## config.mk

```make
export PLATFORM = sky130hd
export DESIGN_NAME = lda_stream
export DESIGN_NICKNAME = d
export VERILOG_FILES = /design/src/rtl/lda_pkg.sv /design/src/rtl/lda_octant_norm.sv /design/src/rtl/lda_stream.sv
export SDC_FILE = /design/constraint.sdc
export NUM_CORES = 1
export LEC_CHECK = 0
export CORE_MARGIN = 2
export CORE_UTILIZATION = 60
export DETAILED_ROUTE_END_ITERATION = 8
export PLACE_DENSITY_LB_ADDON = 0.15
export SYNTH_ARGS = -nofsm -noshare
export SYNTH_HDL_FRONTEND = slang
export SYNTH_HIERARCHICAL = 1
export SYNTH_SLANG_ARGS = --single-unit
```

## constraint.sdc

```tcl
create_clock -name clk -period 12.6 [get_ports clk]
set_clock_uncertainty 0.2 [all_clocks]
set_input_delay 2.52 -clock clk [delete_from_list [all_inputs] [get_ports clk]]
set_output_delay 2.52 -clock clk [all_outputs]
set_load 0.01 [all_outputs]
```

## src/rtl/lda_pkg.sv

```systemverilog
// lda_pkg: shared types and width helper for the lda_stream line rasteriser.
package lda_pkg;

    typedef enum logic [1:0] {IDLE, SETUP, DRAW, DONE} state_e;

    typedef enum logic {STEP_POS = 1'b0, STEP_NEG = 1'b1} step_e;

    function automatic int err_w(input int xw, input int yw);
        return (xw > yw ? xw : yw) + 2;
    endfunction

endpackage

```

## src/rtl/lda_octant_norm.sv

```systemverilog
// lda_octant_norm: folds any line into a major-axis-increasing form for Bresenham stepping.
// LDA_SKIP_LAST_EN keeps input endpoint order so the walk always ends on (x1,y1).
module lda_octant_norm
    import lda_pkg::*;
#(
    parameter  int X_W = 9,
    parameter  int Y_W = 8,
    localparam int C_W = (X_W > Y_W) ? X_W : Y_W,
    localparam int E_W = err_w(X_W, Y_W)
) (
    input  logic [X_W-1:0]        x0,
    input  logic [X_W-1:0]        x1,
    input  logic [Y_W-1:0]        y0,
    input  logic [Y_W-1:0]        y1,
    output logic                  steep,
    output logic [C_W-1:0]        a0,
    output logic [C_W-1:0]        a1,
    output logic [C_W-1:0]        b0,
    output logic signed [E_W-1:0] dx,
    output logic signed [E_W-1:0] dy,
    output step_e                 astep,
    output step_e                 ystep
);

    logic [C_W-1:0]        ex0, ex1, ey0, ey1, pa0, pa1, pb0, pb1, b1;
    logic signed [E_W-1:0] adx, ady;
    logic                  swap;

    function automatic logic signed [E_W-1:0] absd(input logic [C_W-1:0] p, input logic [C_W-1:0] q);
        logic signed [E_W-1:0] d;
        d = $signed({2'b00, p}) - $signed({2'b00, q});
        return (d < 0) ? -d : d;
    endfunction

    always_comb begin
        ex0   = C_W'(x0);
        ex1   = C_W'(x1);
        ey0   = C_W'(y0);
        ey1   = C_W'(y1);
        adx   = absd(ex1, ex0);
        ady   = absd(ey1, ey0);
        steep = ady > adx;
        pa0   = steep ? ey0 : ex0;
        pa1   = steep ? ey1 : ex1;
        pb0   = steep ? ex0 : ey0;
        pb1   = steep ? ex1 : ey1;
`ifdef LDA_SKIP_LAST_EN
        swap  = 1'b0;
`else
        swap  = pa0 > pa1;
`endif
        a0    = swap ? pa1 : pa0;
        a1    = swap ? pa0 : pa1;
        b0    = swap ? pb1 : pb0;
        b1    = swap ? pb0 : pb1;
        dx    = absd(a1, a0);
        dy    = absd(b1, b0);
        astep = (a1 >= a0) ? STEP_POS : STEP_NEG;
        ystep = (b1 >= b0) ? STEP_POS : STEP_NEG;
    end

endmodule

```

## src/rtl/lda_stream.sv

```systemverilog
// lda_stream: Bresenham line rasteriser emitting one pixel per plot/plot_ready handshake.
// Define LDA_SKIP_LAST_EN to omit the final endpoint (x1,y1) for polyline chaining.
module lda_stream
    import lda_pkg::*;
#(
    parameter  int X_W      = 9,
    parameter  int Y_W      = 8,
    parameter  int COLOUR_W = 3,
    localparam int C_W      = (X_W > Y_W) ? X_W : Y_W,
    localparam int ERR_W    = err_w(X_W, Y_W)
) (
    input  logic                clk,
    input  logic                reset,
    input  logic                start,
    input  logic [X_W-1:0]      x0,
    input  logic [X_W-1:0]      x1,
    input  logic [Y_W-1:0]      y0,
    input  logic [Y_W-1:0]      y1,
    input  logic [COLOUR_W-1:0] i_colour,
    output logic                busy,
    output logic                done,
    output logic                plot,
    input  logic                plot_ready,
    output logic [X_W-1:0]      x,
    output logic [Y_W-1:0]      y,
    output logic [COLOUR_W-1:0] o_colour
);

    state_e                  state_q, state_d;
    logic [X_W-1:0]          x0_q, x0_d, x1_q, x1_d;
    logic [Y_W-1:0]          y0_q, y0_d, y1_q, y1_d;
    logic [COLOUR_W-1:0]     colour_q, colour_d;
    logic                    steep_q, steep_d;
    logic [C_W-1:0]          a_q, a_d, b_q, b_d, a1_q, a1_d;
    logic signed [ERR_W-1:0] dx_q, dx_d, dy_q, dy_d, err_q, err_d;
    step_e                   astep_q, astep_d, ystep_q, ystep_d;

    logic                    n_steep, hs, last;
    logic [C_W-1:0]          n_a0, n_a1, n_b0, a_nxt;
    logic signed [ERR_W-1:0] n_dx, n_dy, sum;
    step_e                   n_astep, n_ystep;

    lda_octant_norm #(.X_W(X_W), .Y_W(Y_W)) u_norm (
        .x0    (x0_q),
        .x1    (x1_q),
        .y0    (y0_q),
        .y1    (y1_q),
        .steep (n_steep),
        .a0    (n_a0),
        .a1    (n_a1),
        .b0    (n_b0),
        .dx    (n_dx),
        .dy    (n_dy),
        .astep (n_astep),
        .ystep (n_ystep)
    );

    assign hs    = (state_q == DRAW) && plot_ready;
    assign a_nxt = (astep_q == STEP_NEG) ? a_q - 1'b1 : a_q + 1'b1;
    assign sum   = err_q + dy_q;
`ifdef LDA_SKIP_LAST_EN
    assign last  = a_nxt == a1_q;
`else
    assign last  = a_q == a1_q;
`endif

    always_comb begin
        state_d  = state_q;
        x0_d     = x0_q;
        x1_d     = x1_q;
        y0_d     = y0_q;
        y1_d     = y1_q;
        colour_d = colour_q;
        steep_d  = steep_q;
        a_d      = a_q;
        b_d      = b_q;
        a1_d     = a1_q;
        dx_d     = dx_q;
        dy_d     = dy_q;
        err_d    = err_q;
        astep_d  = astep_q;
        ystep_d  = ystep_q;
        unique case (state_q)
            IDLE: begin
                if (start) begin
                    state_d  = SETUP;
                    x0_d     = x0;
                    x1_d     = x1;
                    y0_d     = y0;
                    y1_d     = y1;
                    colour_d = i_colour;
                end
            end
            SETUP: begin
`ifdef LDA_SKIP_LAST_EN
                state_d = (n_a0 == n_a1) ? DONE : DRAW;
`else
                state_d = DRAW;
`endif
                steep_d = n_steep;
                a_d     = n_a0;
                b_d     = n_b0;
                a1_d    = n_a1;
                dx_d    = n_dx;
                dy_d    = n_dy;
                err_d   = -(n_dx >>> 1);
                astep_d = n_astep;
                ystep_d = n_ystep;
            end
            DRAW: begin
                if (hs && last) begin
                    state_d = DONE;
                end else if (hs) begin
                    a_d   = a_nxt;
                    b_d   = (sum > 0) ? ((ystep_q == STEP_NEG) ? b_q - 1'b1 : b_q + 1'b1) : b_q;
                    err_d = (sum > 0) ? sum - dx_q : sum;
                end
            end
            DONE: state_d = IDLE;
        endcase
    end

    always_ff @(posedge clk) begin
        if (reset) begin
            state_q  <= IDLE;
            x0_q     <= '0;
            x1_q     <= '0;
            y0_q     <= '0;
            y1_q     <= '0;
            colour_q <= '0;
            steep_q  <= 1'b0;
            a_q      <= '0;
            b_q      <= '0;
            a1_q     <= '0;
            dx_q     <= '0;
            dy_q     <= '0;
            err_q    <= '0;
            astep_q  <= STEP_POS;
            ystep_q  <= STEP_POS;
        end else begin
            state_q  <= state_d;
            x0_q     <= x0_d;
            x1_q     <= x1_d;
            y0_q     <= y0_d;
            y1_q     <= y1_d;
            colour_q <= colour_d;
            steep_q  <= steep_d;
            a_q      <= a_d;
            b_q      <= b_d;
            a1_q     <= a1_d;
            dx_q     <= dx_d;
            dy_q     <= dy_d;
            err_q    <= err_d;
            astep_q  <= astep_d;
            ystep_q  <= ystep_d;
        end
    end

    assign busy     = state_q != IDLE;
    assign done     = state_q == DONE;
    assign plot     = state_q == DRAW;
    assign x        = X_W'(steep_q ? b_q : a_q);
    assign y        = Y_W'(steep_q ? a_q : b_q);
    assign o_colour = colour_q;

endmodule

```

Word-level counts from Yosys, hierarchy flattened
Cells that the tools add are included.
{"block": "word_totals", "register_bits": 102, "input_bits": 41, "output_inout_bits": 23, "word_cells": 89}
{"block": "classes", "n_addsub": 15, "magnitude_cmp": 9, "eq_ne": 9, "mux": 32, "n_reduce_logical": 9}
{"cell": "two-way mux 9 bit", "n": 16}
{"cell": "two-way mux 11 bit", "n": 7}
{"cell": "negation 10 -> 11 bit", "n": 4}
{"cell": "case mux 9 bit (2 select lines)", "n": 2}
{"cell": "< comparator 10 x 1 -> 1 bit, second input constant", "n": 3}
{"cell": "subtractor 9 x 9 -> 10 bit", "n": 3}
{"cell": "case mux 11 bit (2 select lines)", "n": 1}
{"cell": "adder 9 x 1 -> 9 bit, second input constant", "n": 2}
{"cell": "greater-or-equal comparator 9 bit", "n": 2}
{"cell": "subtractor 9 x 1 -> 9 bit, second input constant", "n": 2}
{"cell": "adder 11 bit", "n": 1}
{"cell": "> comparator 11 x 1 -> 1 bit, second input constant", "n": 1}
{"cell": "> comparator 11 bit", "n": 1}
{"cell": "negation 9 -> 11 bit", "n": 1}
{"cell": "subtractor 11 bit", "n": 1}
{"cell": "equality test 9 bit", "n": 1}
{"cell": "> comparator 9 bit", "n": 1}
{"cell": "< comparator 9 x 1 -> 1 bit, second input constant", "n": 1}
{"cell": "subtractor 8 x 8 -> 9 bit", "n": 1}
{"cell": "two-way mux 8 bit", "n": 1}
{"cell": "case mux 2 bit (4 select lines)", "n": 1}
{"cell": "!= test 2 x 1 -> 1 bit, second input constant", "n": 3}
{"cell": "equality test 2 bit, second input constant", "n": 2}
{"cell": "two-way mux 2 bit", "n": 2}
{"cell": "9 further kinds", "n": 14}

Longest topological paths before layout
{"block": "logic_depth", "word_depth": 12, "mapped_depth": 58, "mapped_depth_nobuf": 51}

Cells and area by module
Netlist, hierarchy kept.
{"module": "lda_stream", "instances": 1, "cells_each": 725, "area_per_inst_um2": 6105.9, "seq_area_each_um2": 2042.0}
{"module": "lda_octant_norm", "instances": 1, "cells_each": 614, "area_per_inst_um2": 4117.7, "seq_area_each_um2": 0.0}

Worst setup path before layout
Ideal clock, no wire load.
{"block": "synth_timing", "kind": "reg-to-reg", "from": "register x0_q[0]", "to": "register err_q[9]", "setup_ns": 0.122, "arrival_ns": 10.556, "required_time_ns": 12.278, "path_slack_ns": 1.722, "stages_incl_launch_ff": 54, "n_path_buf": 10, "period_less_slack_ns": 10.878, "path_cell_list": "dfxtp_1 -> ha_1 -> inv_1 -> fa_1 -> a21o_1 -> a21oi_1 -> o21bai_1 -> a21oi_1 -> xnor2_1 -> or4_1 -> o21ai_0 -> xor2_1 -> ha_1 -> nand4_4 -> a211o_1 -> buf_2 -> o211ai_1 -> buf_4 -> (+18 left out) -> a31o_2 -> ha_1 -> inv_1 -> and2_1 -> mux2i_2 -> mux2i_1 -> o21bai_1 -> a311o_1 -> o21ai_1 -> xnor2_1 -> nor4_1 -> nand2_1 -> nor4_1 -> xnor2_1 -> nor2_1 -> nor2_1 -> a21boi_0 -> a311o_1"}
{"block": "synth_between", "elab_chain_cells": 12, "word_cells_on_any_way": 16, "classes_between": "5 x add/sub; 4 x order compare; 7 x mux"}
{"item": "start: declaration", "line": "lda_stream.sv:30", "rtl": "logic [X_W-1:0] x0_q, x0_d, x1_q, x1_d;"}
{"item": "start signal: assignment", "line": "lda_stream.sv:126", "rtl": "x0_q <= '0;"}
{"item": "start signal: assignment", "line": "lda_stream.sv:142", "rtl": "x0_q <= x0_d;"}
{"item": "subtractor 9 x 9 -> 10 bit (*)", "line": "lda_octant_norm.sv:31", "rtl": "d = $signed({2'b00, p}) - $signed({2'b00, q});"}
{"item": "negation 10 -> 11 bit / < comparator 10 x 1 -> 1 bit (equally long branches)", "line": "lda_octant_norm.sv:32", "rtl": "return (d < 0) ? -d : d;"}
{"item": "two-way mux 11 bit (*)", "line": "lda_octant_norm.sv:32"}
{"item": "> comparator 11 bit (*)", "line": "lda_octant_norm.sv:42", "rtl": "steep = ady > adx;"}
{"item": "named net n_steep", "line": "lda_stream.sv:38", "rtl": "logic n_steep, hs, last;"}
{"item": "two-way mux 9 bit (on tied branches)", "line": "lda_octant_norm.sv:43, lda_octant_norm.sv:44"}
{"item": "> comparator 9 bit", "line": "lda_octant_norm.sv:50", "rtl": "swap = pa0 > pa1;"}
{"item": "two-way mux 9 bit (on tied branches)", "line": "lda_octant_norm.sv:53, lda_octant_norm.sv:52"}
{"item": "subtractor 9 x 9 -> 10 bit (*)", "line": "lda_octant_norm.sv:31"}
{"item": "negation 10 -> 11 bit / < comparator 10 x 1 -> 1 bit (equally long branches)", "line": "lda_octant_norm.sv:32"}
{"item": "two-way mux 11 bit (*)", "line": "lda_octant_norm.sv:32"}
{"item": "named net n_dx[5]", "line": "lda_stream.sv:40", "rtl": "logic signed [ERR_W-1:0] n_dx, n_dy, sum;"}
{"item": "negation 10 -> 11 bit (*)", "line": "lda_stream.sv:106", "rtl": "err_d = -(n_dx >>> 1);"}
{"item": "case mux 11 bit (2 select lines) (*)", "line": "lda_stream.sv:83", "rtl": "unique case (state_q)"}
{"item": "end signal: assignment", "line": "lda_stream.sv:153", "rtl": "err_q <= err_d;"}
{"item": "end: declaration", "line": "lda_stream.sv:35", "rtl": "logic signed [ERR_W-1:0] dx_q, dx_d, dy_q, dy_d, err_q, err_d;"}
The timed path passes the listed nets; every way through them passes the cells marked *.
A chain may end at the register's enable or synchronous reset.

Worst setup path in the final report
{"block": "layout_timing", "from": "register x0_q[1]", "to": "register err_q[9]"}
The elaborated chain is that of the path after synthesis.

==> results.md <==
* Flop2flop setup slack at 1.37 ns
* Initial core utilization at 61.4%
* Post-CTS Resized at 0
* Worst-path fanout max at 48
* Largest cells by area after synthesis: dfxtp_1 20%, ha_1 11%, mux2i_1 8.2%
* Fill count at 1423
* Post-synth top flop: dfxtp_1
* First-pass GRT wire length at 44700 um
* H-tree Lvls at 3
* Grt ovf at 0
* Cells after Synth at 1339
* Final core occ at 67.3%
* DR vias at 9563
* Ratio of cells with drive above 1 in the final layout at 6.58%
* Most frequent cell after synthesis: nand2_1
* Worst Hold Depth at 2
* Status: complete, no violations
* Crit path largest cell delay at 0.56 ns
* CP max-delay cell: buf_4
* Diodes inserted at 0
* R2R cell count at 46
* Largest family of logic cells by synthesized area: compound AO/OA/AOI/OAI gates
* Die area at 0.0181 mm^2
* Slew HR at 23.5%
* CP dominant cell by count: nor2_1
* CP Launch Type: flop
* Commonest cells in the netlist: 155 x nand2_1, 136 x nor2_1, 120 x a21oi_1
* Hold Path Sink: o_colour[2]
* Vias/cell at 6.02
* Setup TNS at 0 ns
* #FFs+latches synth at 102
* Simple-gate share of the synthesized area at 20.6%
* Synth unique cells at 83
* Drt total wl at 27400 um
* Post-synthesis sequential area ratio at 20.0%
* Core outline area at 0.0166 mm^2
* GP Congestion at 0.973
* Crit. path cell count at 46
* Compound-Gate Fraction of Synth Area at 21.5%
* Worst skew pair latency at 0.36 ns
* Ys async rst share at 0%
* Crit path kind: flop to flop
* Starting DRT DRC Count at 791
* GRT Util Overall at 30.6%
* CTS Hold Buffers Added at 0
* CTS tree: built
* Clk pin slew, worst setup/hold paths at 0.08 ns
* Vias in the first global route at 8862
* Hold Crit Start: o_colour[2]
* Finish-stage setup viols at 0
* Slew Limit Fails at 0
* RR Endpoint: err_q[9]
* Post-synth top area share at 20.0%
* WL/cell at 17.3 um
* Input/output buffers at 63
* Die height at 135 um
* Post-Syn Area at 0.0102 mm^2
* Ys Warns at 6
* Io pins at 64
* Root buffer cell: clkbuf_16
* Crit path capture type: flop
* Largest net degree at the start of global routing at 66
* Die width at 135 um
* Hold Crit Class: flop to flop
* Reg2Reg Launch Point: x0_q[1]
* Layout area overhead at 9.56%
* Post-synth EDFFs at 0
* CTS Buffer Depth at 2
* Layout Nets at 1499
* Final worst path period share at 89.1%
* CTS sink cnt at 102
* Mux share of post-synthesis cell area at 11.4%
* DRC viols at 0
* CP delay by family, top: compound AO/OA/AOI/OAI gates
* Critical path required time at 12.66 ns
* CTS Buf Count at 9
* Worst-Margin Slew at 1.15 ns
* Dominant cell type by area after synthesis: dfxtp_1
* Post-Synth XOR/XNOR Area at 7.88%
* Hold Vio Cnt, Final at 0
* Antenna violations before repair at 0
* Max frequency at 0.0891 GHz
* Routed Antenna Nets at 0
* Max-capacitance violation count at 0
* Crit path DAT at 11.28 ns
* DP Wirelength at 21200 um
* DRT Pass-1 Iters at 6
* Post-synthesis adder-cell area fraction at 12.4%
* Critical path buffers and inverters at 5
* Min Tclk post-route at 11.23 ns
* RSZ-0062 raised after global routing: false
* Rows at 47
* Setup Buffers After CTS at 0
* Syn_area_per_cell at 7.64 um^2
## metal layers
layer  track usage, %  vias up  wire length, um
met1             42.2     4392            12800
met5                0        -                0
met2             49.4      348            12300
li1                 -     4773                -
met4             10.4        0              703
met3             4.17       50             1620
## worst reg2reg max path: cells and delay by family (launching register included)
kind | cells | cell delay, ns
adders and majority gates | 4 | 1.29
DFF | 1 | 0.39
muxes | 1 | 0.46
AOI/OAI and AO/OA | 21 | 4.78
xor gates and xnor gates | 3 | 0.53
and+or+nand+nor | 12 | 2.04
buffers and inverters | 5 | 1.42
## cell families after synthesis
| logic type | Yosys count |
|---|---|
| AOI/OAI and AO/OA | 329 |
| and+or+nand+nor | 452 |
| other | 2 |
| adders and majority gates | 98 |
| muxes | 112 |
| DFF | 102 |
| buffers and inverters | 152 |
| xor gates and xnor gates | 92 |
## registers in the layout, summed over array words and instances, names as in the netlist
register,count
dx_q,11
dy_q,11
err_q,11
a1_q,9
a_q,9
b_q,9
x0_q,9
x1_q,9
y0_q,8
y1_q,8
o_colour,3
state_q,2
astep_q,1
steep_q,1
ystep_q,1
## placed cells by master (no fill, tap or decap), types with 9 or more instances in the layout
cell,n
a211oi_1,17
a21o_1,24
a21oi_1,120
a31oi_1,18
and2_1,9
and3_1,12
buf_4,9
clkbuf_16,9
clkdlybuf4s50_1,62
dfxtp_1,102
ha_1,87
inv_1,90
mux2_2,26
mux2i_1,84
nand2_1,155
nand2b_1,14
nand3_1,22
nor2_1,136
nor2b_1,19
nor3_1,27
nor4_1,12
o21a_1,9
o21ai_0,56
xnor2_1,58
xor2_1,34
## final cells by class
class,count,area (um^2),share of cell area (%)
Clock inverter,6,51.3,0.458
Multi-Input combinational cell,1088,7570,67.6
Tap cell,220,275,2.46
Sequential cell,102,2040,18.2
Clock buffer,10,229,2.04
Inverter,91,342,3.05
Timing Repair Buffer,71,688,6.14
## stage by stage
stage          instances  cell area, um^2  hold slack [ns]  setup slack, ns
6_report            1588            11200            0.259             1.37
5_1_grt             1588            11200            0.285            0.461
4_1_cts             1588            11200            0.259             1.59
3_5_place_dp        1572            10900            0.251             1.62
3_3_place_gp        1572            10900            0.243             1.94
2_1_floorplan       1342            10200            0.250             1.72
## worst max path at each step
stage,from,endpoint
2_1_floorplan,x0_q[0],err_q[9]
3_3_place_gp,x0_q[1],err_q[9]
3_5_place_dp,x0_q[1],err_q[9]
4_1_cts,x0_q[1],err_q[9]
5_1_grt,y1_q[0],err_q[9]
6_report,x0_q[1],err_q[9]
Power is not shown: default switching activity piles up to over one toggle a cycle in this logic, so the estimate is an artifact.
